[src/rtl/autosa_cacc_group_sched_if.sv]
`timescale 1ns/1ps
`default_nettype none
// ------------------------------------------------------------------
// autosa_cacc_group_sched_if: launch/complete handshake between the
// CACC group scheduler (master) and the CACC datapath (slave).
// Revision: 1.0
// ------------------------------------------------------------------
interface autosa_cacc_group_sched_if;
  logic dp_start;
  logic dp_rdy;
  logic dp_group;
  logic dp_done;

  modport master (output dp_start, output dp_group, input dp_rdy, input dp_done);
  modport slave  (input dp_start, input dp_group, output dp_rdy, output dp_done);
endinterface
`default_nettype wire

[src/rtl/autosa_cacc_group_sched.sv]
`timescale 1ns/1ps
`default_nettype none
// ------------------------------------------------------------------
// autosa_cacc_group_sched: in-order ping-pong launch/retire scheduler
// for the two CACC register groups. Optional run watchdog enabled by
// macro AUTOSA_CACC_RUN_TIMEOUT_EN.
// Revision: 1.0
// ------------------------------------------------------------------
module autosa_cacc_group_sched #(
  parameter int unsigned TIMEOUT_W      = 16,
  parameter int unsigned TIMEOUT_CYCLES = 16'hFFFF
) (
  input  logic                      autosa_core_clk,
  input  logic                      autosa_core_rstn,
  input  logic                      op_en_wr_0,
  input  logic                      op_en_wr_1,
  input  logic                      op_en_wdata,
  autosa_cacc_group_sched_if.master dp,
  output logic                      consumer,
  output logic [1:0]                status_0,
  output logic [1:0]                status_1,
  output logic                      op_en_0,
  output logic                      op_en_1,
  output logic [1:0]                done_irq,
  output logic                      timeout_err
);

  typedef enum logic [1:0] {
    ST_IDLE   = 2'd0,
    ST_LAUNCH = 2'd1,
    ST_RUN    = 2'd2
  } state_t;

  if (TIMEOUT_CYCLES < 1 || TIMEOUT_W < 1) begin : g_bad_timeout_cfg
    $error("autosa_cacc_group_sched: TIMEOUT_CYCLES and TIMEOUT_W must be >= 1");
  end

  state_t     state_q, state_d;
  logic       consumer_q, consumer_d;
  logic [1:0] op_en_q, op_en_d;
  logic [1:0] done_irq_q, done_irq_d;
  logic       dp_start_q, dp_start_d;
  logic [1:0] wr;
  logic       retire;
`ifdef AUTOSA_CACC_RUN_TIMEOUT_EN
  logic [TIMEOUT_W-1:0] cnt_q, cnt_d;
  logic                 timeout_err_q, timeout_err_d;
  logic                 to_hit;
`endif

  always_comb begin
    state_d    = state_q;
    consumer_d = consumer_q;
    op_en_d    = op_en_q;
    done_irq_d = 2'b00;
    retire     = 1'b0;
    wr         = {op_en_wr_1, op_en_wr_0};
`ifdef AUTOSA_CACC_RUN_TIMEOUT_EN
    cnt_d         = cnt_q;
    timeout_err_d = 1'b0;
    to_hit        = 1'b0;
`endif
    // The group owned by hardware is locked once it leaves IDLE.
    for (int g = 0; g < 2; g++) begin
      if (wr[g] && !((1'(g) == consumer_q) && (state_q != ST_IDLE))) begin
        op_en_d[g] = op_en_wdata;
      end
    end
    case (state_q)
      ST_IDLE: begin
        if (op_en_q[consumer_q]) state_d = ST_LAUNCH;
      end
      ST_LAUNCH: begin
        if (dp.dp_rdy) begin
          state_d = ST_RUN;
`ifdef AUTOSA_CACC_RUN_TIMEOUT_EN
          cnt_d = '0;
`endif
        end
      end
      ST_RUN: begin
        retire = dp.dp_done;
`ifdef AUTOSA_CACC_RUN_TIMEOUT_EN
        to_hit = !dp.dp_done && (cnt_q == TIMEOUT_W'(TIMEOUT_CYCLES - 1));
        retire = retire | to_hit;
        cnt_d  = cnt_q + TIMEOUT_W'(1);
`endif
        if (retire) begin
          state_d              = ST_IDLE;
          op_en_d[consumer_q]  = 1'b0;
          consumer_d           = ~consumer_q;
          done_irq_d[consumer_q] = 1'b1;
`ifdef AUTOSA_CACC_RUN_TIMEOUT_EN
          timeout_err_d = to_hit;
`endif
        end
      end
      default: state_d = ST_IDLE;
    endcase
    dp_start_d = (state_d == ST_LAUNCH);
  end

  always_ff @(posedge autosa_core_clk or negedge autosa_core_rstn) begin
    if (!autosa_core_rstn) begin
      state_q    <= ST_IDLE;
      consumer_q <= 1'b0;
      op_en_q    <= 2'b00;
      done_irq_q <= 2'b00;
      dp_start_q <= 1'b0;
`ifdef AUTOSA_CACC_RUN_TIMEOUT_EN
      cnt_q         <= '0;
      timeout_err_q <= 1'b0;
`endif
    end else begin
      state_q    <= state_d;
      consumer_q <= consumer_d;
      op_en_q    <= op_en_d;
      done_irq_q <= done_irq_d;
      dp_start_q <= dp_start_d;
`ifdef AUTOSA_CACC_RUN_TIMEOUT_EN
      cnt_q         <= cnt_d;
      timeout_err_q <= timeout_err_d;
`endif
    end
  end

  always_comb begin
    status_0 = ((consumer_q == 1'b0) && (state_q != ST_IDLE)) ? 2'd1 :
               op_en_q[0] ? 2'd2 : 2'd0;
    status_1 = ((consumer_q == 1'b1) && (state_q != ST_IDLE)) ? 2'd1 :
               op_en_q[1] ? 2'd2 : 2'd0;
  end

  assign dp.dp_start = dp_start_q;
  assign dp.dp_group = consumer_q;
  assign consumer    = consumer_q;
  assign op_en_0     = op_en_q[0];
  assign op_en_1     = op_en_q[1];
  assign done_irq    = done_irq_q;
`ifdef AUTOSA_CACC_RUN_TIMEOUT_EN
  assign timeout_err = timeout_err_q;
`else
  assign timeout_err = 1'b0;
`endif

endmodule
`default_nettype wire

[src/flat_wrapper.sv]
// flat-port wrapper written by rule: the top's interface ports become plain ports
module autosa_cacc_group_sched_flat 
#(
  parameter int unsigned TIMEOUT_W      = 16,
  parameter int unsigned TIMEOUT_CYCLES = 16'hFFFF
)
  (autosa_core_clk, autosa_core_rstn, op_en_wr_0, op_en_wr_1, op_en_wdata, consumer, status_0, status_1, op_en_0, op_en_1, done_irq, timeout_err, dp_dp_start, dp_dp_group, dp_dp_rdy, dp_dp_done);
  autosa_cacc_group_sched_if dp_i ();
  input  logic autosa_core_clk;
  input  logic autosa_core_rstn;
  input  logic op_en_wr_0;
  input  logic op_en_wr_1;
  input  logic op_en_wdata;
  output logic consumer;
  output logic [1:0] status_0;
  output logic [1:0] status_1;
  output logic op_en_0;
  output logic op_en_1;
  output logic [1:0] done_irq;
  output logic timeout_err;
  output wire logic [$bits(dp_i.dp_start)-1:0] dp_dp_start;
  output wire logic [$bits(dp_i.dp_group)-1:0] dp_dp_group;
  input wire logic [$bits(dp_i.dp_rdy)-1:0] dp_dp_rdy;
  input wire logic [$bits(dp_i.dp_done)-1:0] dp_dp_done;
  assign dp_dp_start = dp_i.dp_start;
  assign dp_dp_group = dp_i.dp_group;
  assign dp_i.dp_rdy = dp_dp_rdy;
  assign dp_i.dp_done = dp_dp_done;
  autosa_cacc_group_sched #(.TIMEOUT_W(TIMEOUT_W), .TIMEOUT_CYCLES(TIMEOUT_CYCLES)) u_core (.autosa_core_clk(autosa_core_clk), .autosa_core_rstn(autosa_core_rstn), .op_en_wr_0(op_en_wr_0), .op_en_wr_1(op_en_wr_1), .op_en_wdata(op_en_wdata), .dp(dp_i), .consumer(consumer), .status_0(status_0), .status_1(status_1), .op_en_0(op_en_0), .op_en_1(op_en_1), .done_irq(done_irq), .timeout_err(timeout_err));
endmodule
[config.mk]
export PLATFORM = sky130hd
export DESIGN_NAME = autosa_cacc_group_sched_flat
export DESIGN_NICKNAME = d
export VERILOG_FILES = /design/src/rtl/autosa_cacc_group_sched_if.sv /design/src/rtl/autosa_cacc_group_sched.sv /design/src/flat_wrapper.sv
export SDC_FILE = /design/constraint.sdc
export NUM_CORES = 1
export LEC_CHECK = 0
export BUFFER_PORTS_ARGS = -buffer_cell sky130_fd_sc_hd__buf_2
export CORE_AREA = 5 5 42 44
export CTS_CLUSTER_SIZE = 24
export DETAILED_ROUTE_END_ITERATION = 7
export DIE_AREA = 0 0 47 49
export GPL_TIMING_DRIVEN = 0
export MAX_ROUTING_LAYER = met4
export PLACE_DENSITY = 0.72
export SYNTH_ARGS = -nofsm -noshare
export SYNTH_HDL_FRONTEND = slang
export SYNTH_SLANG_ARGS = --single-unit
[constraint.sdc]
create_clock -name autosa_core_clk -period 0.95 [get_ports autosa_core_clk]
set_input_delay 0 -clock autosa_core_clk [delete_from_list [all_inputs] [get_ports autosa_core_clk]]
set_output_delay 0 -clock autosa_core_clk [all_outputs]
set_load 0.1 [all_outputs]
==> results.cfg <==
[run_status]
outcome = finished with violations
violations = negative setup slack

[finish]
fillers = 113
drive_above_1_share_pct = 76.3
fin_area_um2 = 932
seq_area_um2 = 208
syn_to_final_growth_pct = 113
n_antenna_cell = 0
multiInputGateArea_um2 = 259
utilization_pct = 66.5
final_nets = 84
fin_cells = 92

[routing]
drtIter0Drc = 3
ant_nets = 0
vias = 424
wire_per_inst_um = 12.7
vias_per_cell = 4.61
wl_mm = 1.17
drc = 0
first_pass_iters = 4

[min_path]
whs_endpoint = u_core.op_en_q[0]
hold_start = op_en_wr_0
hold_class = in2reg
min_path_cells = 3

[floorplan]
ios = 19
die_h_um = 49
row_count = 14
chipWidth_um = 47
fp.coreArea_um2 = 1400
die_area_um2 = 2300
start_util_pct = 31.3

[setup_path]
reg2reg_from = u_core.consumer
max_stage_delay_ns = 0.48
worstPathCellList = buf_6, o21ba_4, and2b_4, buf_12
worstSetupEndpointType = output pin
start_kind = register
reg2reg_depth = 6
worstPathRequired_ns = 0.95
path_buf_inv = 2
cpMaxStageDelayCell = dfrtp_4
reg2reg_to = u_core.state_q[0]
rrSetupSlack_ns = -0.36
path_max_fanout = 3
critPathKind = reg2out
path_delay_family = flip-flops
cp.arrival_ns = 1.42

[yosys]
synthTopCellsByCount = dfrtp_1 (8), nor2_1 (4), a211oi_1 (3), inv_1 (3)
synth-edff-count = 0
synth_flop_cell = dfrtp_1
synth_top_area_cell = dfrtp_1
ys_top_cells_by_area = dfrtp_1 (46%), nand3b_4 (9.1%), a211oi_1 (5.1%)
yosysMostFrequentCell = dfrtp_1
syn_nets = 46
async_reset_ff_share_pct = 100
yosysWarningCount = 0
synthesis.area_um2 = 438
synth-seq-area-share_pct = 45.7
synth_cell_type_count = 21
ys_ff_latch = 8
syn_avg_cell_area_um2 = 11.2
synthCells = 39
yosysTopAreaCellShare_pct = 45.7

[place]
gp_congestion = 0.687
port_buffers = 17
dp_hpwl_um = 677
dp.cells = 72
placed_area_um2 = 558

[sta]
slew_viol_final = 0
finalWorstSetupSlack_ns = -0.466
skew_ns = 0.00187
fin_crit_ns = 1.42
rsz0062_at_grt = true
max_freq_mhz = 706
worst_hold_slack_ns = 0.0256
hold_violations = 0
fin_crit_sh_pct = 149
finalSetupViolCount = 13

[run]
cap_violations = 0

[cts]
clockBufferDepth = 2
h-tree-depth = 1
clock_latency_ns = 0.25
cts.reportedPaths.clkPinSlew_ns = 0.06
root_buffer = clkbuf_4
clock-sinks = 8
numCtsBuffers = 3
cts_tree = built

[global_routing]
grt_max_degree = 10
grt-ovfl-total = 0
antenna_found_initial = 0
gr-usage-all-layers_pct = 10.7
grt_pass1_vias = 394
grt_pass1_wl_mm = 1.69
[logic make-up after synthesis]
| family | count (synthesis) | share of synthesized area [%] |
|---|---|---|
| AOI/OAI and AO/OA | 10 | 19.7 |
| xor gates and xnor gates | 1 | 2.00 |
| buffers and inverters | 7 | 9.71 |
| DFF | 8 | 45.7 |
| other | 1 | 0.856 |
| and+or+nand+nor | 12 | 22.0 |
[how the worst max path moves through the flow]
stage                        endpoint  cells past startpoint       startpoint  slack (ns)
global route              status_0[1]                      4  u_core.consumer       -0.52
floorplan           u_core.op_en_q[0]                      4  u_core.consumer       -0.66
CTS                       status_0[1]                      4  u_core.consumer       -0.49
global placement          status_1[1]                      4  u_core.consumer       -0.40
finish                    status_0[1]                      4  u_core.consumer       -0.47
detailed placement        status_1[1]                      4  u_core.consumer       -0.41
[through the flow]
| step | TNS, ns | setup WS [ns] |
|---|---|---|
| 2_1_floorplan | -3.99 | -0.662 |
| 3_3_place_gp | -1.76 | -0.399 |
| 3_5_place_dp | -1.92 | -0.406 |
| 4_1_cts | -2.99 | -0.485 |
| 5_1_grt | -4.77 | -0.523 |
| 6_report | -4.16 | -0.466 |
[per-layer routing]
metal / wire (um) / share of wire [%] / track usage [%] / vias up
li1: - / - / - / 204
met1: 469 / 40 / 12.5 / 203
met2: 625 / 53 / 15.2 / 17
met3: 74 / 6.3 / 3.32 / 0
met4: 0 / 0 / 6.91 / 0
met5: 0 / 0 / - / -
[cell usage in the layout (no fill, tap or decap), types with 2 or more instances in the layout]
cell | synthesis | final
nand3b_4 | 2 | 2
dfrtp_2 | 0 | 3
buf_6 | 1 | 6
a211oi_2 | 0 | 2
nor2_1 | 4 | 3
buf_8 | 0 | 2
o21ai_2 | 1 | 2
clkbuf_4 | 0 | 3
buf_4 | 2 | 12
inv_1 | 3 | 2
buf_12 | 0 | 8
dlygate4sd3_1 | 0 | 3
buf_2 | 1 | 6
dfrtp_1 | 8 | 4
[repair_timing]
action | CTS | global route
pin swaps | 3 | 4
setup buffers | 4 | 9
setup endpoints to repair | 16 | 15
hold endpoints to repair | 11 | 0
resized for setup | 37 | 18
hold buffers | 3 | 0
[layout make-up]
type	count	area share, %
Timing Repair Buffer	33	39.7
Buffer	4	4.03
Tap cell	16	2.15
Clock buffer	4	2.82
Inverter	3	1.21
Sequential cell	8	22.3
Multi-Input combinational cell	24	27.8
[registers in the layout, indices dropped and copies added, names as in the netlist]
name                count
u_core.consumer         1
u_core.done_irq         2
u_core.dp.dp_start      1
u_core.op_en_q          2
u_core.state_q          2
[tightest hold or removal path, cell delays in order]
cell and delay, ns:
buf_2 0.12, nand3b_4 0.07, a21oi_2 0.05
Power is not shown: default switching activity piles up to over one toggle a cycle in this logic, so the estimate is an artifact.
